## src/rtl/alu_regbank_pkg.sv

```systemverilog
// Shared types and default sizing for the register bank with clear sweep.
package alu_regbank_pkg;

    typedef enum logic {
        IDLE  = 1'b0,
        CLEAR = 1'b1
    } clr_state_t;

    localparam int DEF_DATA_W  = 8;
    localparam int DEF_REG_CNT = 8;

endpackage

```

## src/rtl/alu_regbank_clrseq.sv

```systemverilog
// Clear sequencer: walks the register index 0..REG_CNT-1, one per cycle.
// Latency: busy the cycle after clr_req, REG_CNT cycles, then a 1-cycle clr_done.
// Backpressure: none; clr_req is ignored while a sweep is running.
module alu_regbank_clrseq
    import alu_regbank_pkg::*;
#(
    parameter int REG_CNT = DEF_REG_CNT,
    parameter int AW      = $clog2(REG_CNT)
) (
    input  logic          clk,
    input  logic          rst_n,
    input  logic          clr_req,
    output logic          busy,
    output logic          clr_done,
    output logic [AW-1:0] clr_idx,
    output logic          clr_stb
);

    localparam logic [AW-1:0] LAST = AW'(REG_CNT - 1);

    clr_state_t    state, state_nxt;
    logic [AW-1:0] cnt, cnt_nxt;
    logic          done_nxt;

    always_ff @(posedge clk or negedge rst_n) begin
        if (!rst_n) begin
            state    <= IDLE;
            cnt      <= '0;
            clr_done <= 1'b0;
        end else begin
            state    <= state_nxt;
            cnt      <= cnt_nxt;
            clr_done <= done_nxt;
        end
    end

    always_comb begin
        state_nxt = state;
        cnt_nxt   = cnt;
        done_nxt  = 1'b0;
        case (state)
            IDLE: begin
                if (clr_req) begin
                    state_nxt = CLEAR;
                    cnt_nxt   = '0;
                end
            end
            CLEAR: begin
                if (cnt == LAST) begin
                    state_nxt = IDLE;
                    cnt_nxt   = '0;
                    done_nxt  = 1'b1;
                end else begin
                    cnt_nxt = cnt + AW'(1);
                end
            end
            default: state_nxt = IDLE;
        endcase
    end

    assign busy    = (state == CLEAR);
    assign clr_stb = busy;
    assign clr_idx = cnt;

endmodule

```

## src/rtl/alu_regbank.sv

```systemverilog
// Register bank: one write port, two combinational read ports, valid bits, clear sweep.
// Latency: reads zero-cycle (optional same-cycle write forwarding), writes commit at clk.
// Backpressure: writes and clear requests are dropped while the clear sweep is busy.
module alu_regbank
    import alu_regbank_pkg::*;
#(
    parameter int DATA_W  = DEF_DATA_W,
    parameter int REG_CNT = DEF_REG_CNT,
    parameter int AW      = $clog2(REG_CNT),
    parameter bit ZERO_R0 = 1'b0,
    parameter bit BYPASS  = 1'b1
) (
    input  logic              clk,
    input  logic              rst_n,
    input  logic [DATA_W-1:0] data_in,
    input  logic [AW-1:0]     wrt_slct,
    input  logic              wrtnbl,
    input  logic [AW-1:0]     rd_slct_a,
    input  logic [AW-1:0]     rd_slct_b,
    input  logic              clr_req,
    output logic [DATA_W-1:0] data_out_a,
    output logic [DATA_W-1:0] data_out_b,
    output logic              vld_a,
    output logic              vld_b,
    output logic              busy,
    output logic              clr_done
);

    logic [DATA_W-1:0]  regs [REG_CNT];
    logic [REG_CNT-1:0] valid;
    logic [AW-1:0]      clr_idx;
    logic               clr_stb;
    logic               wr_ok;

    alu_regbank_clrseq #(
        .REG_CNT (REG_CNT),
        .AW      (AW)
    ) u_clrseq (
        .clk      (clk),
        .rst_n    (rst_n),
        .clr_req  (clr_req),
        .busy     (busy),
        .clr_done (clr_done),
        .clr_idx  (clr_idx),
        .clr_stb  (clr_stb)
    );

    // Out-of-range indices only exist when REG_CNT is not a power of two.
    assign wr_ok = wrtnbl && !busy && (int'(wrt_slct) < REG_CNT)
                   && !(ZERO_R0 && (wrt_slct == '0));

    always_ff @(posedge clk or negedge rst_n) begin
        if (!rst_n) begin
            for (int i = 0; i < REG_CNT; i++) begin
                regs[i] <= '0;
            end
            valid <= '0;
        end else if (clr_stb) begin
            regs[clr_idx]  <= '0;
            valid[clr_idx] <= 1'b0;
        end else if (wr_ok) begin
            regs[wrt_slct]  <= data_in;
            valid[wrt_slct] <= 1'b1;
        end
    end

    always_comb begin
        data_out_a = '0;
        vld_a      = 1'b0;
        if (int'(rd_slct_a) < REG_CNT) begin
            data_out_a = regs[rd_slct_a];
            vld_a      = valid[rd_slct_a];
        end
        if (ZERO_R0 && (rd_slct_a == '0)) begin
            data_out_a = '0;
            vld_a      = 1'b1;
        end else if (BYPASS && wr_ok && (rd_slct_a == wrt_slct)) begin
            data_out_a = data_in;
            vld_a      = 1'b1;
        end
    end

    always_comb begin
        data_out_b = '0;
        vld_b      = 1'b0;
        if (int'(rd_slct_b) < REG_CNT) begin
            data_out_b = regs[rd_slct_b];
            vld_b      = valid[rd_slct_b];
        end
        if (ZERO_R0 && (rd_slct_b == '0)) begin
            data_out_b = '0;
            vld_b      = 1'b1;
        end else if (BYPASS && wr_ok && (rd_slct_b == wrt_slct)) begin
            data_out_b = data_in;
            vld_b      = 1'b1;
        end
    end

endmodule

```

## config.mk

```make
export PLATFORM = sky130hd
export DESIGN_NAME = alu_regbank
export DESIGN_NICKNAME = d
export VERILOG_FILES = /design/src/rtl/alu_regbank_pkg.sv /design/src/rtl/alu_regbank_clrseq.sv /design/src/rtl/alu_regbank.sv
export SDC_FILE = /design/constraint.sdc
export NUM_CORES = 1
export LEC_CHECK = 0
export BUFFER_PORTS_ARGS = -buffer_cell sky130_fd_sc_hd__buf_2
export CAP_MARGIN = 25
export CORE_ASPECT_RATIO = 1.2
export CORE_MARGIN = 8
export CORE_UTILIZATION = 24
export DETAILED_ROUTE_END_ITERATION = 8
export MAX_ROUTING_LAYER = met4
export PLACE_DENSITY = 0.42
export SLEW_MARGIN = 20
export SYNTH_ARGS = -nofsm -noshare
export SYNTH_HDL_FRONTEND = slang
export SYNTH_SLANG_ARGS = --single-unit
```

## constraint.sdc

```tcl
create_clock -name clk -period 3.3 [get_ports clk]
set_input_delay 0.66 -clock clk [delete_from_list [all_inputs] [get_ports clk]]
set_output_delay 0.66 -clock clk [all_outputs]
set_load 0.05 [all_outputs]
```

==> metrics, run 1 <==
Final Hold Viols 0; Final setup viols 0; Critical R2R Launch u_clrseq.busy; Post-synth top flop dfrtp_1; crit path launch type input pin; fmax around 0.36 GHz; Pwr Total ~4.4 mW; Pre-Repair DR Iteration Count 4; grt peak-use layer met2; grt ovf 0; Total GRT Usage between 10% and 20%; Worst Hold Class in2async; outcome complete, no violations; Max Buffers Root-to-Sink 2; Syn Nets 393; Synth top area share approximately 41%; Initial DRC Count 242; via count about 3100; #FFs+latches synth 77; Crit Path Class in2out; DR vias/cell ~4.6; setup TNS 0 ns; Max-slew headroom a little over two fifths; row count 56; Clock Latency Late Sink 0.33 ns; TritonCTS clock tree done; max cap viols 0; Antenna Nets Post-Route 0; P per Cell Area around 800 nW/µm²; WL per Instance between 20 and 25 µm; Initial Utilization 24.11%; Critical Path Start rd_slct_b[1]; HPWL after DPL roughly 9.6 mm; Area Growth Syn to Fin 17.76%; Die X 143.2 µm; post-route insts no fill 672; met2 Use GR between 20% and 30%; Seq pwr share a little over a third; Post-synth EDFFs 0; initial antenna violation count 1; Worst EP required about 2.6 ns; Crit. End Element primary output; placed cell count ~650; DRC errors left 0; number of global-route vias before repair around 3400; switching share of power around 39%; Post-synth top cells 99 x mux2i_1, 80 x nand2_1, 77 x dfrtp_1; grt met3 use between 2 and 2.5%; Fillers around 2000; CTS clk-pin slew, worst paths about 0.060 ns; Slew Viols, Final 0; Syn Inst Count 370; fin crit share between 80% and 90%; core region area 19340 µm²; asr flop ratio synth 100.0%; I/O pin count 41; Worst-Margin Slew around 0.84 ns; crit-path max FO 10; drt total wl 14.37 mm; Sw Pwr 1.699 mW; Register Area just under 2000 µm²; VDD IR-drop max between 0.2 and 0.25 mV; part of the power in combinational logic 37.9%; count leader, synth mux2i_1; LEAKAGE 2.811 nW; Buffers on Ports 40; fin nets about 430; synth top area cells dfrtp_1 41%, mux2i_1 21%, mux4_1 14%; clk root buf clkbuf_16; first-pass GRT wire length around 22 mm; post-CTS setup buffers 0; Die ar. between 20000 and 25000 µm²; WP data arrival 2.10 ns; largest net degree at the start of global routing 44; Mapped Area 4663 µm²; Synth area leader dfrtp_1; area occupied by multi-input gates 2516 µm²; die height between 150 and 200 µm; Warnings, synthesis 0; GR Layer Usage met1 around 16%; Internal 2.708 mW; post-synthesis sequential area ratio approximately two fifths; syn_area_per_cell around 13 µm²; post-route core utilization about 28%; post-route clock skew 0.009426 ns; share of cells above drive strength 1 20.05%; CTS H-Tree Depth 3; CTS resizes 0; cts hold-fix bufs 0; clock network power share around a quarter; clk sinks 77; RSZ-0062 raised after global routing false; CTS Buf Count 9; unique cell type count in the Yosys netlist 32; routability-driven placement congestion ratio ~0.72; min Tclk post-route 2.755 ns
[flip-flops by register name, indices dropped and copies added, names as in the netlist]
name,flops
u_clrseq.clr_idx,3
u_clrseq.busy,1
valid,8
u_clrseq.clr_done,1
regs,64
[cell type report]
type                            instances  share of cell area [%]
Sequential cell                        77                   35.09
Clock inverter                          4                   1.732
Tap cell                              261                   5.947
Multi-Input combinational cell        254                   45.82
Timing Repair Buffer                   52                   6.152
Antenna cell                            2                 0.09114
Inverter                               10                  0.6835
Clock buffer                           12                   4.488
[layer usage]
layer	share of wire, %	up-vias
met3	3.6	21
met1	45	1622
met2	49	51
met4	2.2	0
li1	-	1430
met5	0	-
[worst max-delay path: stages]
cell	delay [ns]
buf_2	0.31
buf_4	0.28
mux4_2	0.21
mux2i_1	0.07
mux2i_1	0.24
buf_2	0.32
[layout by cell type (no fill, tap or decap), types with 4 or more instances in the layout]
cell type  synthesis  layout
clkinv_1           8       8
a21o_1             4       4
xnor2_1            6       6
mux4_1            24      24
buf_4              5      10
buf_2             14      39
clkbuf_16          0       9
mux4_2            12      12
nand2_1           80      80
mux2i_1           99      99
dfrtp_1           77      77
[per-stage QoR]
step	hold slack (ns)	instance area (µm²)	worst slack, ns
final	0.2836	5492	0.5446
after global routing	0.3223	5489	0.4849
after CTS	0.3011	5487	0.5338
after detailed placement	0.4868	5145	0.5457
after global placement	0.4668	5117	0.5309
after floorplan	0.3644	4663	0.4007
[power groups by stage]
stage	registers (mW)	logic [mW]	clock network [mW]
after detailed placement	1.60	1.70	0
after global routing	1.64	1.80	1.22
after CTS	1.59	1.70	1.18
after floorplan	1.50	1.28	0
after global placement	1.59	1.67	0
final	1.59	1.67	1.15
[logic make-up after synthesis]
logic type | share of synthesized area [%]
compound gates | 1.046
xor+xnor | 1.127
fa+ha+maj | 0.5365
buf+inv | 4.937
flops | 41.32
mux | 40.57
simple gates | 10.46
[worst paths after layout]
check                      slack (ns)                  end  cells past startpoint
min in group clk                 0.50             valid[6]                      1
max                              0.54        data_out_b[2]                      6
max in group asynchronous        2.41             regs[49]                      2
min reg2reg                      0.50             valid[6]                      1
min                              0.28  u_clrseq.clr_idx[2]                      1
max reg2reg                      1.25             regs[17]                      5
Note: power is estimated with default switching activity, not from simulation.
==> inputs of run 2 (changes only) <==
--- a/config.mk
+++ b/config.mk
@@ -12,7 +12,7 @@
 export CORE_UTILIZATION = 24
 export DETAILED_ROUTE_END_ITERATION = 8
 export MAX_ROUTING_LAYER = met4
-export PLACE_DENSITY = 0.42
+export PLACE_DENSITY = 0.43
 export SLEW_MARGIN = 20
 export SYNTH_ARGS = -nofsm -noshare
 export SYNTH_HDL_FRONTEND = slang
==> constraint.sdc (replaced) <==
create_clock -name clk -period 2.5 [get_ports clk]
set_input_delay 0.5 -clock clk [delete_from_list [all_inputs] [get_ports clk]]
set_output_delay 0.5 -clock clk [all_outputs]
set_load 0.05 [all_outputs]
==> run 2 against run 1 <==
Register-to-register slack worse by 0.49 ns. Sequential cell count unchanged. Non-clock buffer count up 16. Total power up 28%. Wire length down 4.2%. Final cell count up 2.1%. Via count up 1.5%. Clock skew down 0.00061 ns. Hold slack worse by 0.22 ns. Sequential share of layout area down 0.44 points. Utilization up 0.36 points. Critical path depth up 1.
==> metrics, run 2 (synthesis results as in run 1) <==
WP data arrival roughly 1.9 ns; Crit Path Class in2out; clk root buf clkbuf_16; switching share of power roughly two fifths; Sw Pwr between 2 and 2.5 mW; clk sinks between 70 and 80; Slew Viols, Final 0; Initial Utilization between 20% and 30%; RSZ-0062 raised after global routing false; crit-path max FO 17; Area after DPL between 5000 and 6000 µm²; crit path launch type input pin; Pwr Total roughly 5.6 mW; first-pass GRT wire length 21.49 mm; Internal ~3.3 mW; fmax between 0.4 and 0.5 GHz; row count 56; Critical Path Start rd_slct_b[0]; HPWL after DPL about 10 mm; Fillers around 2000; CTS H-Tree Depth 3; I/O pin count 41; Area Growth Syn to Fin 19.26%; Min Hold Slack about 0.067 ns; max cap viols 0; Critical R2R Launch u_clrseq.clr_idx[0]; most common cell after layout, fill and taps aside mux2i_1; ant diodes 0; Max-slew headroom a little under three fifths; Initial DRC Count 180; TritonCTS clock tree done; max FFs per register between 60 and 70; outcome complete, no violations; post-route insts no fill a little under 700; placed cell count 670; Die X about 140 µm; Crit. End Element primary output; min Tclk post-route between 2 and 2.5 ns; Worst R2R Path Depth 3; share of cells above drive strength 1 24.24%; die height between 150 and 200 µm; Pre-Repair DR Iteration Count 4; part of the power in combinational logic 38.6%; number of global-route vias before repair 3430; Final Hold Viols 0; Max Buffers Root-to-Sink 2; core region area approximately 19000 µm²; post-route clock skew ~0.009 ns; drt total wl about 14 mm; largest register by flop count regs; Seq pwr share between 30 and 40%; WL per Instance between 20 and 25 µm; Buffers on Ports 40; Clock Latency Late Sink 0.35 ns; Worst Hold Class in2async; LEAKAGE 2.842 nW; Register-to-Register Setup Slack 0.76 ns; post-CTS setup buffers 0; grt ovf 0; Worst EP required roughly 2.0 ns; P per Cell Area a little over 1000 nW/µm²; Crit Reg-Reg Endpoint regs[59]; CTS Buf Count 9; VDD IR-drop max between 0.3 and 0.4 mV; initial antenna violation count 0; Die ar. about 24000 µm²; Worst-Margin Slew between 0.6 and 0.7 ns; DRC errors left 0; fin crit share between 90% and 100%; CTS clk-pin slew, worst paths ~0.070 ns; largest net degree at the start of global routing 34; commonest cells after routing, fill and taps aside 97 x mux2i_1, 80 x nand2_1, 77 x dfrtp_1, 37 x buf_2, 26 x buf_4; Total GRT Usage between 10% and 20%; Antenna Nets Post-Route 0; Final setup viols 0; fin nets around 440; routability-driven placement congestion ratio 0.8094; via count 3172; clock network power share a little under a quarter; DR vias/cell approximately 4.6; fin area 5562 µm²
[run 2: cell count changes in the layout (fill, tap and decap cells not counted), sizes merged]
cell	delta
buf	+14
bufinv	-3
clkbuf	-1
clkinv	-1
clkinvlp	+2
diode	-2
inv	+5
[run 2: critical path, cell delays in order]
cell and delay (ns):
buf_2 0.10, buf_12 0.17, buf_4 0.17, mux4_2 0.49, mux2i_1 0.15, mux2i_1 0.09
buf_2 0.22
[run 2: area by class of cell]
class                      instances  area [µm²]  share of cell area [%]
multi-input combinational        254        2526                   45.42
sequential                        77        1927                   34.65
timing repair buffer              68       455.4                   8.189
tap                              261       326.6                   5.872
clock buffer                       9       225.2                   4.049
clock inverter                     7       63.81                   1.147
inverter                          10       37.54                  0.6749
[run 2: worst max-delay path by stage]
stage,end,slack [ns],cells after the start
after floorplan,data_out_b[0],-0.15,5
after global placement,data_out_b[1],0.09,7
after detailed placement,data_out_b[1],0.08,7
after CTS,data_out_b[1],0.08,7
after global routing,data_out_a[7],0.04,6
final,data_out_b[1],0.09,7
[run 2: stage by stage]
step	TNS, ns	setup slack, ns	utilization [%]
detailed placement	0	0.07607	27.23
global route	0	0.04442	28.76
floorplan	-2.051	-0.1484	-
global placement	0	0.09308	27.23
CTS	0	0.07506	28.72
finish	0	0.08647	28.76
[run 2: metal layers]
| metal | global-route usage [%] | vias to the layer above | wire, µm | part of all wire (%) |
|---|---|---|---|---|
| met5 | - | - | 0 | 0 |
| met4 | 3.985 | 0 | 175 | 1.3 |
| met3 | 1.522 | 11 | 365 | 2.7 |
| met2 | 20.24 | 51 | 6933 | 50 |
| met1 | 15.48 | 1652 | 6290 | 46 |
| li1 | - | 1458 | - | - |
[run 2: what timing repair did]
action | in CTS | in global routing
setup endpoints to repair | 0 | 2
resized for setup | 0 | 3
hold buffers | 0 | 0
[run 2: power groups by stage]
| stage | combinational [mW] | clock [mW] | sequential, mW |
|---|---|---|---|
| final | 2.17 | 1.28 | 2.18 |
| after floorplan | 1.70 | 0 | 1.98 |
| after detailed placement | 2.20 | 0 | 2.18 |
| after global placement | 2.15 | 0 | 2.15 |
| after CTS | 2.20 | 1.31 | 2.16 |
| after global routing | 2.36 | 1.36 | 2.24 |
==> inputs of run 3 (changes only) <==
--- a/config.mk
+++ b/config.mk
@@ -5,14 +5,17 @@
 export SDC_FILE = /design/constraint.sdc
 export NUM_CORES = 1
 export LEC_CHECK = 0
+export ABC_AREA = 1
 export BUFFER_PORTS_ARGS = -buffer_cell sky130_fd_sc_hd__buf_2
 export CAP_MARGIN = 25
 export CORE_ASPECT_RATIO = 1.2
 export CORE_MARGIN = 8
 export CORE_UTILIZATION = 24
+export CTS_CLUSTER_SIZE = 8
 export DETAILED_ROUTE_END_ITERATION = 8
 export MAX_ROUTING_LAYER = met4
 export PLACE_DENSITY = 0.43
+export SETUP_SLACK_MARGIN = 0.15
 export SLEW_MARGIN = 20
 export SYNTH_ARGS = -nofsm -noshare
 export SYNTH_HDL_FRONTEND = slang
==> run 3 against run 2 <==
Global-route usage is 2.7 points higher. Wire length is 23% higher. Combinational power is 3% lower. Largest cell class unchanged. Largest power group is now combinational cells.
==> metrics, run 3 <==
placed cell count ~940; Syn Nets between 600 and 700; RSZ-0062 raised after global routing false; Sw Pwr 2.148 mW; HPWL after DPL 12.03 mm; Crit path buffers/inverters 2; Fillers about 2100; VDD IR-drop max 0.5768 mV; fin nets 713; Die ar. 24440 µm²; Post-Synth Simple-Gate Area between 30% and 40%; synth top area cells dfrtp_1 41%, nand2_1 16%, nand3_1 13%; Initial DRC Count 480; WP data arrival between 1.5 and 2 ns; post-route core utilization between 20 and 30%; largest net degree at the start of global routing 41; Syn Inst Count 642; most common cell after layout, fill and taps aside nand2_1; die height approximately 170 µm; Warnings, synthesis 0; clock network power share roughly a quarter; Area Growth Syn to Fin 19.89%; Worst EP required ~2.0 ns; max FFs per register 64; I/O pin count just over 40; DRC errors left 0; Post-synth top cells 204 x nand2_1, 118 x nand3_1, 87 x inv_1; max cap viols 0; crit path launch type register; row count 56; clk root buf clkbuf_16; unique cell type count in the Yosys netlist 23; outcome complete, no violations; largest register by flop count regs; setup TNS 0 ns; syn_area_per_cell 7.357 µm²; critical path's top delay family simple AND/OR/NAND/NOR gates; Seq pwr share between 30% and 40%; LEAKAGE between 2 and 3 nW; Synth top area share between 40% and 50%; part of the power in combinational logic around 40%; min Tclk post-route between 2 and 2.5 ns; asr flop ratio synth between 90% and 100%; clk sinks 77; CTS Buf Count 9; #FFs+latches synth 77; cells along the critical path nor2_8, nand2_4, nor2_4, nand2_4, clkinv_4, nand2_1, nand2_1, buf_2; Mapped Area about 4700 µm²; Synth Area in Compound Gates 10.60%; post-route insts no fill ~960; Max Buffers Root-to-Sink 2; Total GRT Usage 14.98%; Clock Latency Late Sink 0.34 ns; post-synthesis sequential area ratio 40.79%; Initial Utilization between 20% and 30%; grt ovf 0; Crit Path Class reg2out; Post-synth EDFFs 0; Die X 144.1 µm; Slew Viols, Final 0; commonest cells after routing, fill and taps aside 204 x nand2_1, 118 x nand3_1, 87 x inv_1, 76 x dfrtp_1, 64 x o22ai_1; ant diodes 0; Final Hold Viols 0; post-route clock skew roughly 0.011 ns; DR vias/cell 4.880; count leader, synth nand2_1; Buffers on Ports 40; switching share of power between 40% and 50%; XOR/XNOR Fraction of Synth Area 0%; drt total wl about 17 mm; crit-path max cell delay between 0.4 and 0.5 ns; largest family of logic cells by synthesized area simple AND/OR/NAND/NOR gates; crit-path max FO 10; fin crit share 90.98%; fmax 0.4397 GHz; Max-slew headroom around two thirds; Final setup viols 0; Internal 3.057 mW; CTS H-Tree Depth 3; Antenna Nets Post-Route 0; Synth area leader dfrtp_1; slowest CP cell dfrtp_2; mux share of post-synthesis cell area 0%; number of global-route vias before repair around 4800; cts hold-fix bufs 0; Register Area approximately 1900 µm²; Post-synth top flop dfrtp_1; share of cells above drive strength 1 about 16%; routability-driven placement congestion ratio around 0.88; first-pass GRT wire length ~27 mm; Synth Area in Adders less than 1%; Crit. End Element primary output; CTS clk-pin slew, worst paths approximately 0.06 ns; Pre-Repair DR Iteration Count 5; core region area between 15000 and 20000 µm²; Worst-Margin Slew 0.4719 ns; TritonCTS clock tree done; WL per Instance 17.67 µm; initial antenna violation count 0; area occupied by multi-input gates about 2300 µm²; via count 4665; Worst Hold Class in2async; P per Cell Area ~920 nW/µm²
run 3: metrics by stage:
step	total power, mW	setup WS [ns]	hold slack, ns	instance area, µm²
floorplan	3.270	0.2032	0.2044	4723
global placement	3.833	0.2602	0.4687	5324
detailed placement	3.860	0.2231	0.4732	5324
CTS	5.201	0.1645	0.1259	5625
global route	5.581	0.1526	0.1348	5663
finish	5.205	0.2256	0.1104	5663
run 3: final timing paths:
check,startpoint,endpoint,slack [ns],cells after the start
min reg2reg,valid[4],valid[4],0.50,2
min,rst_n,regs[19],0.11,1
max in group asynchronous,rst_n,regs[28],1.80,2
max reg2reg,u_clrseq.busy,regs[29],0.90,5
max,u_clrseq.busy,data_out_b[5],0.23,8
min in group clk,clr_req,u_clrseq.busy,0.40,3
run 3: what timing repair did:
| item | 4_1_cts | 5_1_grt |
|---|---|---|
| pin swaps | 1 | 0 |
| resized for setup | 1 | 9 |
| endpoints found under the setup margin | 18 | 16 |
| setup buffers | 1 | 2 |
run 3: layout make-up:
type	instances	share of cell area, %
Timing Repair Buffer	65	8.175
Sequential cell	77	34.05
Clock buffer	11	4.286
Inverter	96	6.628
Tap cell	261	5.767
Clock inverter	5	0.8838
Multi-Input combinational cell	441	40.21
run 3: cell families (layout without fill, tap and decap cells):
group                    Yosys count  after routing
AND/OR/NAND/NOR                  355            355
flip-flops                        77             77
buffers and inverters            124            177
AO/OA/AOI/OAI                     84             84
adder cells (fa/ha/maj)            2              2
run 3: routing by layer:
layer	global-route usage [%]	vias up	part of all wire (%)
li1	-	2204	-
met1	19.28	2229	45
met2	21.91	196	45
met3	3.659	36	7.2
met4	6.413	0	3.2
met5	-	-	0
run 3: worst register-to-register path, stage by stage, from the launching register on:
cell	delay (ns)
dfrtp_2	0.46
nor2_8	0.16
buf_4	0.20
nand4_4	0.26
nand2_4	0.27
o22ai_1	0.11
run 3: power groups by stage:
stage / logic [mW] / clock network, mW / registers [mW]
finish: 2.10 / 1.32 / 1.78
detailed placement: 2.05 / 0 / 1.81
floorplan: 1.48 / 0 / 1.79
global placement: 2.03 / 0 / 1.81
global route: 2.34 / 1.42 / 1.82
CTS: 2.06 / 1.35 / 1.80
